`config.mk`:
```
export PLATFORM = sky130hd
export DESIGN_NAME = booth_seq_mult
export DESIGN_NICKNAME = d
export VERILOG_FILES = /design/src/rtl/booth_seq_mult.sv
export SDC_FILE = /design/constraint.sdc
export NUM_CORES = 1
export LEC_CHECK = 0
export CAP_MARGIN = 20
export CORE_MARGIN = 2
export CORE_UTILIZATION = 48
export CTS_CLUSTER_SIZE = 28
export DETAILED_ROUTE_END_ITERATION = 16
export GPL_ROUTABILITY_DRIVEN = 0
export PLACE_DENSITY = 0.83
export SETUP_SLACK_MARGIN = 0.02
export SLEW_MARGIN = 20
export SYNTH_ARGS = -nofsm -noshare
export SYNTH_HDL_FRONTEND = slang
export SYNTH_SLANG_ARGS = --single-unit
```
`constraint.sdc`:
```
create_clock -name clk -period 2.8 [get_ports clk]
set_clock_uncertainty 0.1 [all_clocks]
set_input_delay 0.56 -clock clk [delete_from_list [all_inputs] [get_ports clk]]
set_output_delay 0.56 -clock clk [all_outputs]
set_load 0.01 [all_outputs]
```
`src/rtl/booth_seq_mult.sv`:
```
// Sequential radix-2 Booth multiplier: one add/subtract/no-op plus arithmetic
// shift per clock, WIDTH steps, then a registered 2*WIDTH-bit signed product.

module xorn #(
    parameter int N = 8
) (
    input  logic [N-1:0] a,
    input  logic         inv,
    output logic [N-1:0] y
);
    genvar gi;
    generate
        for (gi = 0; gi < N; gi++) begin : g_bit
            assign y[gi] = a[gi] ^ inv;
        end
    endgenerate
endmodule

module booth_seq_mult #(
    parameter int WIDTH = 8
) (
    input  logic                 clk,
    input  logic                 rst_n,
    input  logic                 start,
    input  logic [WIDTH-1:0]     multiplicand,
    input  logic [WIDTH-1:0]     multiplier,
    output logic                 ready,
    output logic                 done,
    output logic [2*WIDTH-1:0]   product
);
    localparam int CW = $clog2(WIDTH + 1);

    typedef enum logic [1:0] {IDLE, CALC, DONE} state_t;

    state_t              state_reg, state_next;
    logic [WIDTH:0]      a_reg, a_next;
    logic [WIDTH-1:0]    q_reg, q_next;
    logic                qm1_reg, qm1_next;
    logic [WIDTH:0]      m_reg, m_next;
    logic [CW-1:0]       count_reg, count_next;
    logic [2*WIDTH-1:0]  product_reg, product_next;

    logic                add_sel, sub_sel;
    logic [WIDTH:0]      m_inv, b_operand, sum;
    logic [WIDTH:0]      a_shift;
    logic [WIDTH-1:0]    q_shift;

    // {Q[0], q_m1} = 01 adds M, 10 subtracts M; one adder serves both
    assign add_sel = ~q_reg[0] & qm1_reg;
    assign sub_sel = q_reg[0] & ~qm1_reg;

    xorn #(.N(WIDTH + 1)) u_inv (
        .a   (m_reg),
        .inv (sub_sel),
        .y   (m_inv)
    );

    assign b_operand = (add_sel | sub_sel) ? m_inv : '0;
    assign sum       = a_reg + b_operand + {{WIDTH{1'b0}}, sub_sel};

    // Arithmetic right shift of {A', Q, q_m1}
    assign a_shift = {sum[WIDTH], sum[WIDTH:1]};
    assign q_shift = {sum[0], q_reg[WIDTH-1:1]};

    always_comb begin
        state_next   = state_reg;
        a_next       = a_reg;
        q_next       = q_reg;
        qm1_next     = qm1_reg;
        m_next       = m_reg;
        count_next   = count_reg;
        product_next = product_reg;
        case (state_reg)
            IDLE: begin
                if (start) begin
                    a_next     = '0;
                    q_next     = multiplier;
                    qm1_next   = 1'b0;
                    m_next     = {multiplicand[WIDTH-1], multiplicand};
                    count_next = CW'(WIDTH);
                    state_next = CALC;
                end
            end
            CALC: begin
                a_next     = a_shift;
                q_next     = q_shift;
                qm1_next   = q_reg[0];
                count_next = count_reg - CW'(1);
                if (count_reg == CW'(1)) begin
                    product_next = {a_shift[WIDTH-1:0], q_shift};
                    state_next   = DONE;
                end
            end
            DONE: begin
                state_next = IDLE;
            end
            default: begin
                state_next = IDLE;
            end
        endcase
    end

    always_ff @(posedge clk or negedge rst_n) begin
        if (!rst_n) begin
            state_reg   <= IDLE;
            a_reg       <= '0;
            q_reg       <= '0;
            qm1_reg     <= 1'b0;
            m_reg       <= '0;
            count_reg   <= '0;
            product_reg <= '0;
        end else begin
            state_reg   <= state_next;
            a_reg       <= a_next;
            q_reg       <= q_next;
            qm1_reg     <= qm1_next;
            m_reg       <= m_next;
            count_reg   <= count_next;
            product_reg <= product_next;
        end
    end

    assign ready   = (state_reg == IDLE);
    assign done    = (state_reg == DONE);
    assign product = product_reg;

endmodule

```
==> results of run 1 <==
==> critical path, stage by stage (launching register included) <==
cell,delay (ns)
sky130_fd_sc_hd__dfrtp_1,0.43
sky130_fd_sc_hd__ha_4,0.21
sky130_fd_sc_hd__xnor2_1,0.16
sky130_fd_sc_hd__nor2_1,0.08
sky130_fd_sc_hd__fa_1,0.41
sky130_fd_sc_hd__inv_1,0.09
sky130_fd_sc_hd__fa_1,0.21
sky130_fd_sc_hd__nor2b_1,0.09
sky130_fd_sc_hd__o221a_1,0.26
sky130_fd_sc_hd__or4_1,0.42
sky130_fd_sc_hd__nand3_1,0.09
==> worst max path at each step <==
stage / cells after the start / to
floorplan: 11 / a_reg[5]
global placement: 10 / product[13]
detailed placement: 11 / product[13]
CTS: 10 / product[13]
global route: 10 / a_reg[5]
finish: 10 / product[13]
==> metal layers <==
layer / vias up / routed length (µm)
met1: 885 / 2250
met5: - / 0
li1: 934 / -
met2: 48 / 2260
met4: 0 / 99
met3: 9 / 235
==> cell usage in the layout (no fill, tap or decap), types with 3 or more instances in the layout <==
cell type and count:
sky130_fd_sc_hd__a211o_1 4, sky130_fd_sc_hd__a21oi_1 4, sky130_fd_sc_hd__a22oi_1 8, sky130_fd_sc_hd__buf_4 4, sky130_fd_sc_hd__clkbuf_8 6, sky130_fd_sc_hd__clkdlybuf4s50_1 35, sky130_fd_sc_hd__dfrtp_1 47, sky130_fd_sc_hd__ha_1 9
sky130_fd_sc_hd__inv_1 8, sky130_fd_sc_hd__nand2_1 77, sky130_fd_sc_hd__nand3_1 15, sky130_fd_sc_hd__nor2_1 9, sky130_fd_sc_hd__nor2b_1 3, sky130_fd_sc_hd__o21ai_0 14, sky130_fd_sc_hd__o31ai_1 3, sky130_fd_sc_hd__xnor2_1 7
sky130_fd_sc_hd__xor2_1 4
==> kinds of logic after synthesis <==
family	share of synthesized area [%]
AOI/OAI and AO/OA	13.0
xor gates and xnor gates	4.08
adders and majority gates	6.99
buffers and inverters	3.44
DFF	49.8
and+or+nand+nor	22.7
==> power breakdown <==
part / leakage (µW) / internal (µW) / switching [µW]
Combinational: 0.000746 / 971 / 1180
Clock: 0.0000612 / 289 / 222
Sequential: 0.000584 / 1010 / 223
==> layout make-up <==
class | count | area share, %
clock inverter | 2 | 1.20
tap | 67 | 2.88
inverter | 8 | 1.03
sequential | 47 | 40.4
clock buffer | 6 | 2.84
multi-input combinational | 189 | 38.4
timing repair buffer | 40 | 13.2
==> per-stage QoR <==
step	std cells	utilization [%]	setup slack, ns	hold slack (ns)
finish	359	61.6	0.183	0.146
detailed placement	351	58.9	0.148	0.362
global route	359	61.6	0.0461	0.198
global placement	351	58.9	0.249	0.357
floorplan	255	-	0.189	0.164
CTS	359	61.4	0.0826	0.163
==> out/results.env, run 1 <==
DESIGN.PORTCOUNT=37
POSTSYNTH.ASYNCRESETSHARE_PCT=100
FIN_NETS=322
SYNTHDOMINANTCELLAREASHARE_PCT=49.8
STD_CELL_ROWS=25
WIRELENGTH_UM=4850
DIE_WIDTH_UM=74.2
PLACED_AREA_UM2=2780
CP_DATA_ARRIVAL_TIME_NS=2.76
POST-CTS-SETUP-BUFFERS=0
CTS-HOLD-FIX-BUFFERS=0
GRT_SETUP_UNREPAIRED='false'
SYNTH_ENABLE_FLOP_CELLS=0
FP.DIEAREA_UM2=5500
SYNTH.LARGEST_AREA_CELL='sky130_fd_sc_hd__dfrtp_1'
CELLPOWERDENSITY_nW_PER_UM2=1340
SYNTH_NETS=286
GRT_PASS1_WL_UM=8210
MAPPEDNETLISTAREA_UM2=2360
WORST-R2R-CELL-COUNT=10
GRT_OVERFLOW_TOTAL=0
INSERTEDDIODECOUNT=0
YS_TOP_CELLS_BY_AREA='sky130_fd_sc_hd__dfrtp_1 50%, sky130_fd_sc_hd__nand2_1 12%, sky130_fd_sc_hd__ha_1 5.3%'
ANTENNA_VIOLATIONS_BEFORE_REPAIR=0
CTSHTREEMAXLEVEL=2
ROUTE.ANTENNA.REMAINING_NETS=0
CORE_REGION_AREA_UM2=4720
PLACEMENT.IO_BUFFERS=36
POST_DRT_WL_PER_CELL_UM=13.5
AVGSYNTHCELLAREA_UM2=9.26
NUM_VIAS=1876
GLOBAL_ROUTE.USAGE.MET2_PCT=30.6
HPWL_AFTER_DETAILED_PLACEMENT_UM=3570
DRCVIOLATIONCOUNT=0
CRIT_PATH_MAX_FANOUT=4
RUN_STATUS='completed'
TOTAL_LEAKAGE_POWER_uW=0.00139
WORST_SETUP_HOLD_PATH_CLK_SLEW_NS=0.09
LAYOUT-AREA-OVERHEAD-VS-SYNTH_PCT=23.2
LARGEST_REG_FLOPS=16
NUM-FILL-CELLS=389
CRITICAL_PATH.ENDPOINT_TYPE='flip-flop'
FIN_SETUP_TNS_NS=0
CLOCK_INSERTION_DELAY_WORST_SKEW_NS=0.30
POST-ROUTE-MIN-PERIOD_NS=2.62
SLEW_HEADROOM_PCT=55.4
TRITONCTS='done'
FINALMAXSLEWVIOLATIONS=0
GROUTE.LAYER.MET1.USAGE_PCT=26.9
WORST_HOLD_CHECK_PATH_TYPE='in -> async'
CLOCK_SINKS=47
DRTPASS1ITERATIONS=4
DETAIL_ROUTE.ITER0.VIOLATIONS=163
IR_DROP_WORST_CASE_VDD_V=0.000474
CTS_MAX_PATH_BUFFERS=2
AREA_OF_THE_MULTI_INPUT_GATES_UM2=1120
POSTSYNTHCELLCOUNT=255
CRITICAL_PATH.REG2REG.ENDPOINT='product[13]'
ROUTE.DETAILED.VIAS_PER_INST=5.23
CRIT_PATH_START='q_reg[0]'
TIGHTESTPINTRANSITION_NS=0.669
AREA.SEQUENTIAL_UM2=1180
SYNTH-MAIN-FF-CELL='sky130_fd_sc_hd__dfrtp_1'
ACHIEVABLE-FREQUENCY_MHz=382
CLOCKROOTBUFFER='sky130_fd_sc_hd__clkbuf_8'
RR_STARTPOINT='q_reg[0]'
LAYOUT_CELL_SHARE_WITH_DRIVE_STRENGTH_BEYOND_1_PCT=6.16
SETUP_VIOLATIONS=0
SYNTHTOPCELLSBYCOUNT='77 x sky130_fd_sc_hd__nand2_1, 47 x sky130_fd_sc_hd__dfrtp_1, 15 x sky130_fd_sc_hd__nand3_1'
GRT.MET3_USAGE_PCT=4.07
GRT_PASS1_VIAS=1790
WORSTSETUPSTARTPOINTTYPE='flip-flop'
GR-MAX-USAGE-LAYER='met2'
INITIAL_CORE_UTIL_PCT=50.0
CTS_INSERTED_BUFFERS=5
GRT_START_MAX_NET_PINS=28
MAX_CAP_VIOLATIONS=0
PORTION_OF_THE_POST_SYNTHESIS_AREA_USED_BY_SEQUENTIAL_ELEMENTS_PCT=49.8
SYNTH_WARNINGS=0
WORST_PATH_REQUIRED_TIME_NS=2.94
DIE_H_UM=74.2
CTS-RESIZED-GATES=0
CRITICAL_PATH_START_END_CLASSIFICATION='reg -> reg'
FINAL_CELL_AREA_UM2=2910
GRTUSAGETOTAL_PCT=19.7
FINALHOLDVIOLCOUNT=0
YOSYSMOSTFREQUENTCELL='sky130_fd_sc_hd__nand2_1'
TIMING.REG2REG.SETUP_SLACK_NS=0.18
POWER.TOTAL_uW=3900
FIN_CRIT_SH_PCT=93.5
SYNTH_SEQ_CELLS=47
YOSYS.CELL_TYPES.COUNT=37
(Power assumes the default switching activity.)
==> inputs of run 2 (changes only) <==
--- a/config.mk
+++ b/config.mk
@@ -17,3 +17,4 @@
 export SYNTH_ARGS = -nofsm -noshare
 export SYNTH_HDL_FRONTEND = slang
 export SYNTH_SLANG_ARGS = --single-unit
+export TNS_END_PERCENT = 100
==> results of run 2 <==
Final layout, timing and power as in run 1 (identical DEF).
==> edit: new RTL, settings of run 2 <==
Set the parameter `WIDTH` to 4 (it was 8).
--- a/src/rtl/booth_seq_mult.sv
+++ b/src/rtl/booth_seq_mult.sv
@@ -17,7 +17,7 @@
 endmodule
 
 module booth_seq_mult #(
-    parameter int WIDTH = 8
+    parameter int WIDTH = 4
 ) (
     input  logic                 clk,
     input  logic                 rst_n,
Interface: changed (resized multiplicand, multiplier and product); port bits go from 37 to 21. The function was not compared with the original's and may differ.
==> edit against run 2 <==
Via count decreased by 47%; routed wire length shrank 46%; power down 51%; area after synthesis is 41% lower; global-route usage down 2.4 points; sequential share of layout area is 0.81 points lower; design area shrank 44%; sequential cell count decreased by 21; clock power down 62%; combinational power down 53%; worst hold slack improved by 240 ps; cell count shrank 49%; setup slack improved by 64 ps; non-clock buffer count down 19.
==> edit: results <==
{
  "track_usage_pct": 17.28,
  "status": "finished clean",
  "cts_max_level": 1,
  "syn-num-nets": 149,
  "ys_seq_area_share_pct": 46.85,
  "cts_setup_buffers": 0,
  "drtIter0Drc": 24,
  "clockBufferDepth": 2,
  "largest_register_ffs": 8,
  "antenna_cells": 0,
  "post-place-ws_ps": 310.6,
  "slew_headroom_pct": 67.23,
  "cpPeakStageDelay_ps": 440,
  "finalHoldViolCount": 0,
  "synth_common_cells": "26 x dfrtp_1, 20 x nand2_1, 14 x o21ai_0, 9 x inv_1, 6 x ha_1",
  "worstPathArrival_ps": 2670,
  "hold_class": "reg -> reg",
  "hpwl_mm": 1.952,
  "cts.reportedPaths.clkPinSlew_ps": 140,
  "crit_path_top_delay_cell": "dfrtp_1",
  "clk-insertion-delay-late_ps": 330,
  "final_layout_size_suffix_gt1_share_pct": 12.58,
  "ctsRootBufferMaster": "clkbuf_4",
  "worstPathMaxFanout": 5,
  "grt_pass1_wl_mm": 4.381,
  "irDropWorstVdd_mv": 0.5658,
  "drt-total-wl_mm": 2.628,
  "cts_resized": 0,
  "io_buffers": 20,
  "synth.area.top_cells": "dfrtp_1 47%, ha_1 5.4%, nand2_1 5.4%",
  "final_nets": 171,
  "synth_warnings": 0,
  "grt_pass1_vias": 950,
  "netlist-cell-type-count": 30,
  "via_count": 1000,
  "numCtsBuffers": 3,
  "antenna_found_initial": 0,
  "grt_max_degree": 27,
  "synthArstFlopShare_pct": 100.0,
  "drtPass1Iterations": 5,
  "power.leakage_nw": 0.7583
}
==> edit: final timing paths <==
path                                   startpoint                      to  slack, ps  depth (start not counted)
max reg2reg                  q_reg[0]$_DFFE_PN0P_    a_reg[3]$_DFFE_PN0P_        250                          8
min in group asynchronous                   rst_n    q_reg[2]$_DFFE_PN0P_        470                          2
min reg2reg                product[1]$_DFFE_PN0P_  product[1]$_DFFE_PN0P_        390                          2
min                        product[1]$_DFFE_PN0P_  product[1]$_DFFE_PN0P_        390                          2
max                          q_reg[0]$_DFFE_PN0P_    a_reg[3]$_DFFE_PN0P_        250                          8
max in group asynchronous                   rst_n    m_reg[0]$_DFFE_PN0P_       1880                          2
==> edit: cell type report <==
cell class                 count  area, sq um
inverter                       9        33.78
timing repair buffer          21        207.7
tap                           31        38.79
fill                         240         1115
sequential                    26        650.6
multi-input combinational     91        675.6
clock buffer                   4        36.28
==> edit: per-layer routing <==
layer | GRT usage [%] | wire, um | vias to the layer above
met5 | 0 | 0 | -
met3 | 2.009 | 106 | 8
met4 | 7.641 | 61 | 0
met1 | 21.94 | 1121 | 482
li1 | - | - | 485
met2 | 29.71 | 1339 | 25
==> edit: metrics by stage <==
stage	instances	utilization (%)	total power [mW]	instance area [sq um]	hold WS [ps]
2_1_floorplan	130	-	1.431	1389	164.4
3_3_place_gp	178	58.26	1.675	1607	357.2
3_5_place_dp	178	58.26	1.742	1607	362.4
4_1_cts	182	59.57	1.938	1643	395.6
5_1_grt	182	59.57	2.105	1643	421.8
6_report	182	59.57	1.921	1643	390.1
==> edit: worst max-delay path: cells and delay by family, from the launching register on <==
family | cells | cell delay [ps]
adders and majority gates | 3 | 1150
AOI/OAI and AO/OA | 2 | 310
DFF | 1 | 440
xor gates and xnor gates | 1 | 180
and+or+nand+nor | 2 | 260
==> edit: cells by family after synthesis <==
logic type      Yosys count  share of synthesized area [%]
buf+inv                  13                          4.505
fa+ha+maj                 8                          8.288
xor+xnor                  5                          3.154
simple gates             44                          19.64
compound gates           30                          13.24
mux                       4                          4.324
flops                    26                          46.85
==> edit: where the power goes <==
group / leakage [nW] / switching (mW) / internal (mW)
clock network: 0.0210 / 0.113 / 0.0797
registers: 0.321 / 0.157 / 0.553
logic: 0.416 / 0.500 / 0.519
